[config.mk]
export PLATFORM = sky130hd
export DESIGN_NAME = dist_ctrl_fsm
export DESIGN_NICKNAME = d
export VERILOG_FILES = /design/src/rtl/dist_ctrl_fsm_pkg.sv /design/src/rtl/dist_ctrl_delay.sv /design/src/rtl/dist_ctrl_fsm.sv
export SDC_FILE = /design/constraint.sdc
export NUM_CORES = 1
export LEC_CHECK = 0
export CORE_ASPECT_RATIO = 0.75
export CORE_UTILIZATION = 63
export DETAILED_ROUTE_END_ITERATION = 10
export DONT_BUFFER_PORTS = 1
export PLACE_DENSITY = 0.79
export RECOVER_POWER = 25
export SYNTH_ARGS = -nofsm -noshare
export SYNTH_HDL_FRONTEND = slang
export SYNTH_SLANG_ARGS = --single-unit
[constraint.sdc]
create_clock -name clk -period 3.8 [get_ports clk]
set_clock_uncertainty 0.1 [all_clocks]
set_input_delay 1.14 -clock clk [delete_from_list [all_inputs] [get_ports clk]]
set_output_delay 1.14 -clock clk [all_outputs]
set_load 0.01 [all_outputs]
[src/rtl/dist_ctrl_fsm_pkg.sv]
// Shared types and helpers for the distance-datapath sequencer.
// Holds the controller state encoding and the lane-mask generator.
package dist_ctrl_fsm_pkg;

   typedef enum logic [2:0] {
      IDLE,
      CLEAR,
      FEED,
      DRAIN,
      SQRT,
      FIN
   } state_t;

   localparam int MAX_LANES = 64;

   // Thermometer mask: lane i is live while i < rem.
   function automatic logic [MAX_LANES-1:0] lane_mask(
      input logic [31:0] rem
   );
      logic [MAX_LANES-1:0] m;
      m = '0;
      for (int i = 0; i < MAX_LANES; i++) begin
         m[i] = (32'(i) < rem);
      end
      return m;
   endfunction

endpackage

[src/rtl/dist_ctrl_delay.sv]
// Fixed-latency delay line aligning feed beats with accumulator input.
// Bit 1 carries feed-valid, bit 0 carries first-beat.
module dist_ctrl_delay #(
   parameter int DEPTH = 2
) (
   input  logic       clk,
   input  logic       rst,
   input  logic [1:0] din,
   output logic [1:0] dout,
   output logic       empty
);

   logic [DEPTH-1:0][1:0] sr;

   always_ff @(posedge clk or negedge rst) begin
      if (!rst) begin
         sr <= '0;
      end else begin
         sr[0] <= din;
         for (int i = 1; i < DEPTH; i++) begin
            sr[i] <= sr[i-1];
         end
      end
   end

   assign dout  = sr[DEPTH-1];
   assign empty = ~|sr;

endmodule

[src/rtl/dist_ctrl_fsm.sv]
// Sequencer for the Euclidean distance datapath: BRAM walk,
// accumulator timing, square-root handshake and completion pulse.
module dist_ctrl_fsm
   import dist_ctrl_fsm_pkg::*;
#(
   parameter int pipeWIDTH = 16,
   parameter int ADD_WIDTH = 12,
   parameter int PIPE_LAT  = 2
) (
   input  logic                 clk,
   input  logic                 rst,
   input  logic [31:0]          VECTOR_WIDTH,
   input  logic                 STARTCALC,
   input  logic                 RDY_Acc,
   input  logic                 RDY_Sqrt,
   output logic [pipeWIDTH-1:0] EN_Pipe,
   output logic                 EN_Acc,
   output logic                 EN_Sqrt,
   output logic                 RST_Acc,
   output logic                 RST_Sqrt,
   output logic                 PRE_Acc,
   output logic [ADD_WIDTH-1:0] ADDR_RAM,
   output logic                 BUSY,
   output logic                 DONE
);

   state_t                 state;
   logic                   start_q;
   logic                   start;
   logic [31:0]            rem;
   logic [31:0]            step;
   logic [ADD_WIDTH-1:0]   base;
   logic [pipeWIDTH-1:0]   mask;
   logic                   feed_v;
   logic                   first_v;
   logic [1:0]             dly_out;
   logic                   dly_empty;

   always_comb begin
      start = STARTCALC & ~start_q;
      step  = (rem > 32'(pipeWIDTH)) ? 32'(pipeWIDTH) : rem;
      mask  = pipeWIDTH'(lane_mask(rem));
   end

   always_ff @(posedge clk or negedge rst) begin
      if (!rst) begin
         state    <= IDLE;
         start_q  <= 1'b0;
         rem      <= '0;
         base     <= '0;
         EN_Pipe  <= '0;
         EN_Sqrt  <= 1'b0;
         RST_Acc  <= 1'b0;
         RST_Sqrt <= 1'b0;
         ADDR_RAM <= '0;
         BUSY     <= 1'b0;
         DONE     <= 1'b0;
         feed_v   <= 1'b0;
         first_v  <= 1'b0;
      end else begin
         start_q  <= STARTCALC;
         RST_Acc  <= 1'b0;
         RST_Sqrt <= 1'b0;
         DONE     <= 1'b0;
         feed_v   <= 1'b0;
         first_v  <= 1'b0;
         EN_Pipe  <= '0;
         unique case (state)
            IDLE: begin
               if (start) begin
                  rem      <= VECTOR_WIDTH;
                  base     <= '0;
                  RST_Acc  <= 1'b1;
                  RST_Sqrt <= 1'b1;
                  BUSY     <= 1'b1;
                  state    <= CLEAR;
               end
            end
            // rem already excludes the beat currently on the outputs
            CLEAR, FEED: begin
               if (rem != 32'd0) begin
                  ADDR_RAM <= base;
                  EN_Pipe  <= mask;
                  feed_v   <= 1'b1;
                  first_v  <= (state == CLEAR);
                  rem      <= rem - step;
                  base     <= base + ADD_WIDTH'(pipeWIDTH);
                  state    <= FEED;
               end else begin
                  state    <= DRAIN;
               end
            end
            DRAIN: begin
               if (dly_empty && RDY_Acc) begin
                  EN_Sqrt <= 1'b1;
                  state   <= SQRT;
               end
            end
            SQRT: begin
               if (RDY_Sqrt) begin
                  EN_Sqrt <= 1'b0;
                  BUSY    <= 1'b0;
                  DONE    <= 1'b1;
                  state   <= FIN;
               end
            end
            FIN: begin
               state <= IDLE;
            end
            default: begin
               state <= IDLE;
            end
         endcase
      end
   end

   dist_ctrl_delay #(
      .DEPTH (PIPE_LAT)
   ) u_delay (
      .clk   (clk),
      .rst   (rst),
      .din   ({feed_v, first_v}),
      .dout  (dly_out),
      .empty (dly_empty)
   );

   assign EN_Acc  = dly_out[1];
   assign PRE_Acc = dly_out[0];

endmodule

== Word-level counts from Yosys, hierarchy flattened ==
Cells that the tools add are included.
Word-level totals
  register bits: 86
  bits in latches: 0
  bits in writable memories: 0
  ROM bits: 0
  input port bits: 37
  memories kept: 0
Operators by class
  add/subtract/negate cells: 2
  multipliers: 0
  div/mod/pow operators: 0
  $lt $le $gt $ge: 17
  equality and inequality tests: 8
  shift operators: 0
  multiplexer cells: 27
  bitwise gates (word level): 2
  reduce and logical (&&, ||, !) cells: 14
Operator list (count)
  4-bit by 32-bit less-than comparator with 1-bit output, first input constant: 8
  3-bit by 32-bit less-than comparator with 1-bit output, first input constant: 4
  32-bit two-way mux: 3
  1-bit by 32-bit less-than comparator with 1-bit output, first input constant: 2
  2-bit by 32-bit less-than comparator with 1-bit output, first input constant: 2
  32-bit case mux with 2 select lines: 1
  32-bit by 5-bit greater-than comparator with 1-bit output, second input constant: 1
  16-bit two-way mux: 2
  32-bit nonzero test: 1
  32-bit subtractor: 1
  12-bit two-way mux: 2
  12-bit case mux with 2 select lines: 1
  12-bit by 5-bit adder with 12-bit output, second input constant: 1
  1-bit two-way mux: 12
  3-bit case mux with 4 select lines: 1
  3-bit AND reduction: 4
  3-bit two-way mux: 3
  2-bit inequality test, second input constant: 4
  3-bit by 2-bit equality test with 1-bit output, second input constant: 2
  2-bit nonzero test: 3
  1-bit case mux with 2 select lines: 2
  4-bit OR reduction: 1
  3-bit by 1-bit equality test with 1-bit output, second input constant: 1
  3-bit equality test, second input constant: 1
  other kinds (7): 7

== Longest topological paths before layout ==
  depth in word-level cells: 5
  mapped depth: 14
  gate-level depth less buffers: 11

== Hierarchy ==
A second synthesis with hierarchy kept.
Second synthesis, totals
  cells, all modules: 455
  area total of the unflattened synthesis: 4095.2 sq um
Modules (own cells, without submodules)
  dist_ctrl_fsm: times used 1, cells an instance 448, area an instance 3967.6 sq um
  dist_ctrl_delay: times used 1, cells an instance 7, area an instance 127.6 sq um

== Least setup slack after synthesis ==
Ideal clock, no wire load.
  path kind: reg-to-reg
  from: reg rem[13]
  to: reg rem[22]
  library setup time: 0.132 ns
  arrival: 3.009 ns
  required time: 3.568 ns
  path slack: 0.559 ns
  cell stages (with the launch flop): 15
  clock period less this slack: 3.241 ns
  cell sequence: dfrtp_1 nor4_2 buf_2 nand3_1 or3_1 clkbuf_1 nand2_1 ha_1 o41a_1 or4b_1 a31oi_1 buf_2 a31oi_1 o21ai_0 o211ai_1
On the way
  longest elaborated chain between the ends: 5
RTL lines
  start, declared: RTL line dist_ctrl_fsm.sv:30  | logic [31:0] rem;
  start signal, assigned: RTL line dist_ctrl_fsm.sv:86  | rem <= rem - step;
  32-bit by 5-bit greater-than comparator with 1-bit output: RTL line dist_ctrl_fsm.sv:41  | step = (rem > 32'(pipeWIDTH)) ? 32'(pipeWIDTH) : rem;
  32-bit two-way mux: RTL line dist_ctrl_fsm.sv:41
  32-bit subtractor: RTL line dist_ctrl_fsm.sv:86
  32-bit two-way mux: RTL line dist_ctrl_fsm.sv:81  | if (rem != 32'd0) begin
  32-bit case mux with 2 select lines: RTL line dist_ctrl_fsm.sv:68  | unique case (state)
Parallel ways exist; a longest one is shown, timed or not. The select of a mux whose other input is x is not followed.
A chain may end at the register's enable or synchronous reset.

== Worst setup path after layout ==
  from: reg rem[29]
  to: reg rem[18]
Same word-level chain as after synthesis.

==> run_results.csv <==
group,metric,value,unit
outcome,outcome,"complete, no violations",
clock_tree,tritoncts,"done",
finish,fin_cells,524,
sta,finalSetupTns,0,ps
hold_path,min_delay_path_class,"register to register",
detailed_routing,drt_drc_violations_left,0,
placed_design,portBuffers,0,
logic_synthesis,async_flop_share,100,%
floorplanning,floorplan.core_area,6010,sq um
pwr,power.sequential.fraction,49.9,%
clock_tree,clkLatencyLatePin,360,ps
pwr,p_clk_share,35.4,%
hold_path,hold_path_startpoint,"first_v$_DFF_PN0_",
sta,worst_slew_margin_relative_to_its_limit,50.9,%
worst_setup_path,critPathLaunchType,"register",
worst_setup_path,cp_max_fo,11,
sta,unrepaired_setup_endpoints_after_global_routing,"false",
placed_design,gpl.final_weighted_congestion,0.989,
worst_setup_path,cp_data_required_time,3980,ps
clock_tree,postCtsSetupRepairBufs,0,
pwr,p_sw,615,uW
floorplanning,fp-row-count,24,
pwr,power_per_cell_area,485,nW/um^2
clock_tree,hold_buffers,0,
logic_synthesis,synth_warnings,0,
worst_setup_path,r2r_setup_slack,560,ps
grt,grt_max_degree,78,
clock_tree,number_of_h_tree_branching_levels,3,
logic_synthesis,yosys_register_bits,77,
detailed_routing,route.vias.total,3589,
logic_synthesis,number_of_enable_type_register_cells_in_the_synthesized_netlist,0,
pwr,comb_power_share,14.7,%
sta,worst_margin_pin_slew,737,ps
grt,aggregate_global_routing_overflow,0,
logic_synthesis,synthesis.area,4040,sq um
grt,gr-usage-all-layers,32.6,%
floorplanning,die_area,6730,sq um
pwr,leakagePower,1.79,nW
clock_tree,cts.path.max_buffers,2,
finish,layout_common_cells,"77 x sky130_fd_sc_hd__dfrtp_1, 71 x sky130_fd_sc_hd__nand2_1, 40 x sky130_fd_sc_hd__a21oi_1, 35 x sky130_fd_sc_hd__nor2_1, 24 x sky130_fd_sc_hd__o21ai_0",
clock_tree,cts.root.buffer_cell,"sky130_fd_sc_hd__clkbuf_8",
pwr,post-layout-total-power,2.09,mW
pwr,power.share.switching,29.5,%
hold_path,holdPathStages,0,
logic_synthesis,fraction_of_the_yosys_area_taken_by_sequential_cells,47.8,%
floorplanning,die_width,94.4,um
worst_setup_path,regToRegStartpoint,"rem[29]$_DFFE_PN0P_",
floorplanning,initial_util,67.2,%
sta,period_share,85.2,%
pwr,p_int,1.47,mW
detailed_routing,first_pass_iters,7,
placed_design,dpl.cell_count,508,
placed_design,place.detailed.hpwl,6.77,mm
sta,finalWorstPathRequiredPeriod,3240,ps
detailed_routing,drt-total-wl,10.1,mm
worst_setup_path,reg2reg_depth,12,
detailed_routing,wl_per_cell,19.2,um
pwr,vdd.ir_drop.worst,0.000278,V
finish,areaGrowthSynthToFinish,6.70,%
grt,global_route_wire_length_before_repair,16.7,mm
finish,drive_gt1_share,8.97,%
finish,final_antenna_diode_count,0,
detailed_routing,drtAntennaViolNets,0,
sta,timing.final.max_slew_violations,0,
grt,first_global_vias,3306,
detailed_routing,vias_per_cell,6.85,
detailed_routing,drt-initial-drc-count,367,
worst_setup_path,critPathKind,"register to register",
logic_synthesis,synth_ff_type,"sky130_fd_sc_hd__dfrtp_1",
job,drv_cap,0,
worst_setup_path,timing.critical_path.arrival,3420,ps
floorplanning,boundaryPins,72,
clock_tree,clock_sink_count,77,
finish,final_common_cell,"sky130_fd_sc_hd__dfrtp_1",
sta,fin_worst_hold_slack,255,ps
sta,fmax,309,MHz
clock_tree,numCtsBuffers,9,
clock_tree,cts.reportedPaths.clkPinSlew,80,ps
logic_synthesis,ys_types,59,
finish,design.final.nets,480,
sta,hold_viol_final,0,
grt,antenna_found_initial,0,
floorplanning,fp.dieH,71.3,um
logic_synthesis,synthCells,452,
worst_setup_path,r2r-end,"rem[18]$_DFFE_PN0P_",
hold_path,hold_end,"u_delay.sr[0]$_DFF_PN0_",
worst_setup_path,endpoint_kind,"register",
clock_tree,ctsResizeCount,0,
sta,setup-violations-final,0,
logic_synthesis,post_synth.cell_area_avg,8.93,sq um
-- flip-flops by register name, indices dropped and copies added, names as in the netlist --
register and flops:
rem 32, BUSY 1, start_q 1, DONE 1
RST_Sqrt 1, base 8, u_delay.sr 2, ADDR_RAM 8
state 3, u_delay.dout 2, EN_Sqrt 1, first_v 1
EN_Pipe 16
-- final cells by class --
type                    instances  area (sq um)
inverters                      10          37.5
well taps                      78          97.6
fillers                       473          1700
flip-flops and latches         77          1930
repair buffers                  9          67.6
clock inverters                 7           114
multi-input cells             334          1940
clock buffers                   9           124
-- critical path, cell delays in order (launching register included) --
cell and delay (ps):
sky130_fd_sc_hd__dfrtp_1 420, sky130_fd_sc_hd__nor4_1 660, sky130_fd_sc_hd__nand3_1 320, sky130_fd_sc_hd__or3_1 430, sky130_fd_sc_hd__nand2_1 80, sky130_fd_sc_hd__ha_1 230
sky130_fd_sc_hd__o41a_1 170, sky130_fd_sc_hd__or4b_1 130, sky130_fd_sc_hd__a31oi_1 40, sky130_fd_sc_hd__buf_4 190, sky130_fd_sc_hd__nand3_1 120, sky130_fd_sc_hd__o22ai_1 90
sky130_fd_sc_hd__a2bb2oi_1 170
-- stage by stage --
stage	worst slack [ps]	cell area (sq um)	util, %
2_1_floorplan	559	4050	-
3_3_place_gp	741	4070	67.7
3_5_place_dp	670	4070	67.7
4_1_cts	655	4310	71.7
5_1_grt	357	4310	71.7
6_report	563	4310	71.7
-- power groups by stage --
| stage | combinational [mW] | sequential [mW] | clock, mW |
|---|---|---|---|
| floorplan | 0.278 | 0.980 | 0 |
| global placement | 0.283 | 1.04 | 0 |
| detailed placement | 0.296 | 1.05 | 0 |
| CTS | 0.299 | 1.03 | 0.745 |
| global route | 0.345 | 1.05 | 0.789 |
| finish | 0.306 | 1.04 | 0.739 |
-- metal layers --
| layer | part of all wire [%] | GRT usage [%] |
|---|---|---|
| met4 | 2.0 | 11.6 |
| met2 | 44 | 45.1 |
| met5 | 0 | 0 |
| met3 | 11 | 10.1 |
| met1 | 43 | 48.2 |
-- how the worst max path moves through the flow --
stage / endpoint / start / slack (ps)
after floorplan: rem[22]$_DFFE_PN0P_ / rem[13]$_DFFE_PN0P_ / 560
after global placement: rem[26]$_DFFE_PN0P_ / rem[13]$_DFFE_PN0P_ / 740
after detailed placement: rem[26]$_DFFE_PN0P_ / rem[13]$_DFFE_PN0P_ / 670
after CTS: rem[18]$_DFFE_PN0P_ / rem[13]$_DFFE_PN0P_ / 650
after global routing: rem[22]$_DFFE_PN0P_ / rem[29]$_DFFE_PN0P_ / 360
final: rem[18]$_DFFE_PN0P_ / rem[29]$_DFFE_PN0P_ / 560
-- synth_stat cells, drive strengths merged, types with 3 or more instances --
cell | count | area share, %
a21oi | 40 | 5.0
a22o | 3 | 0.65
a2bb2oi | 7 | 1.5
a31oi | 12 | 2.2
a32oi | 3 | 0.65
and2 | 3 | 0.47
and3 | 8 | 1.4
and4 | 4 | 0.87
buf | 9 | 1.5
clkbuf | 25 | 2.3
dfrtp | 77 | 48
inv | 10 | 0.93
nand2 | 71 | 6.6
nand2b | 4 | 0.62
nand3 | 14 | 1.7
nand4 | 7 | 1.5
nor2 | 36 | 3.3
nor3 | 16 | 2.0
nor4 | 10 | 2.2
o211ai | 8 | 1.5
o21ai | 25 | 3.1
o22ai | 10 | 1.6
o41ai | 3 | 0.84
or3 | 4 | 0.62
or4 | 5 | 1.0
xnor2 | 6 | 1.3
-- cell families after synthesis --
logic type,synth area share (%)
AND/OR/NAND/NOR,24.2
AO/OA/AOI/OAI,20.5
flip-flops,47.8
buffers and inverters,4.74
XOR/XNOR,1.52
adder cells (fa/ha/maj),0.620
other,0.186
multiplexers,0.496
Power figures use the tool's default switching activity.
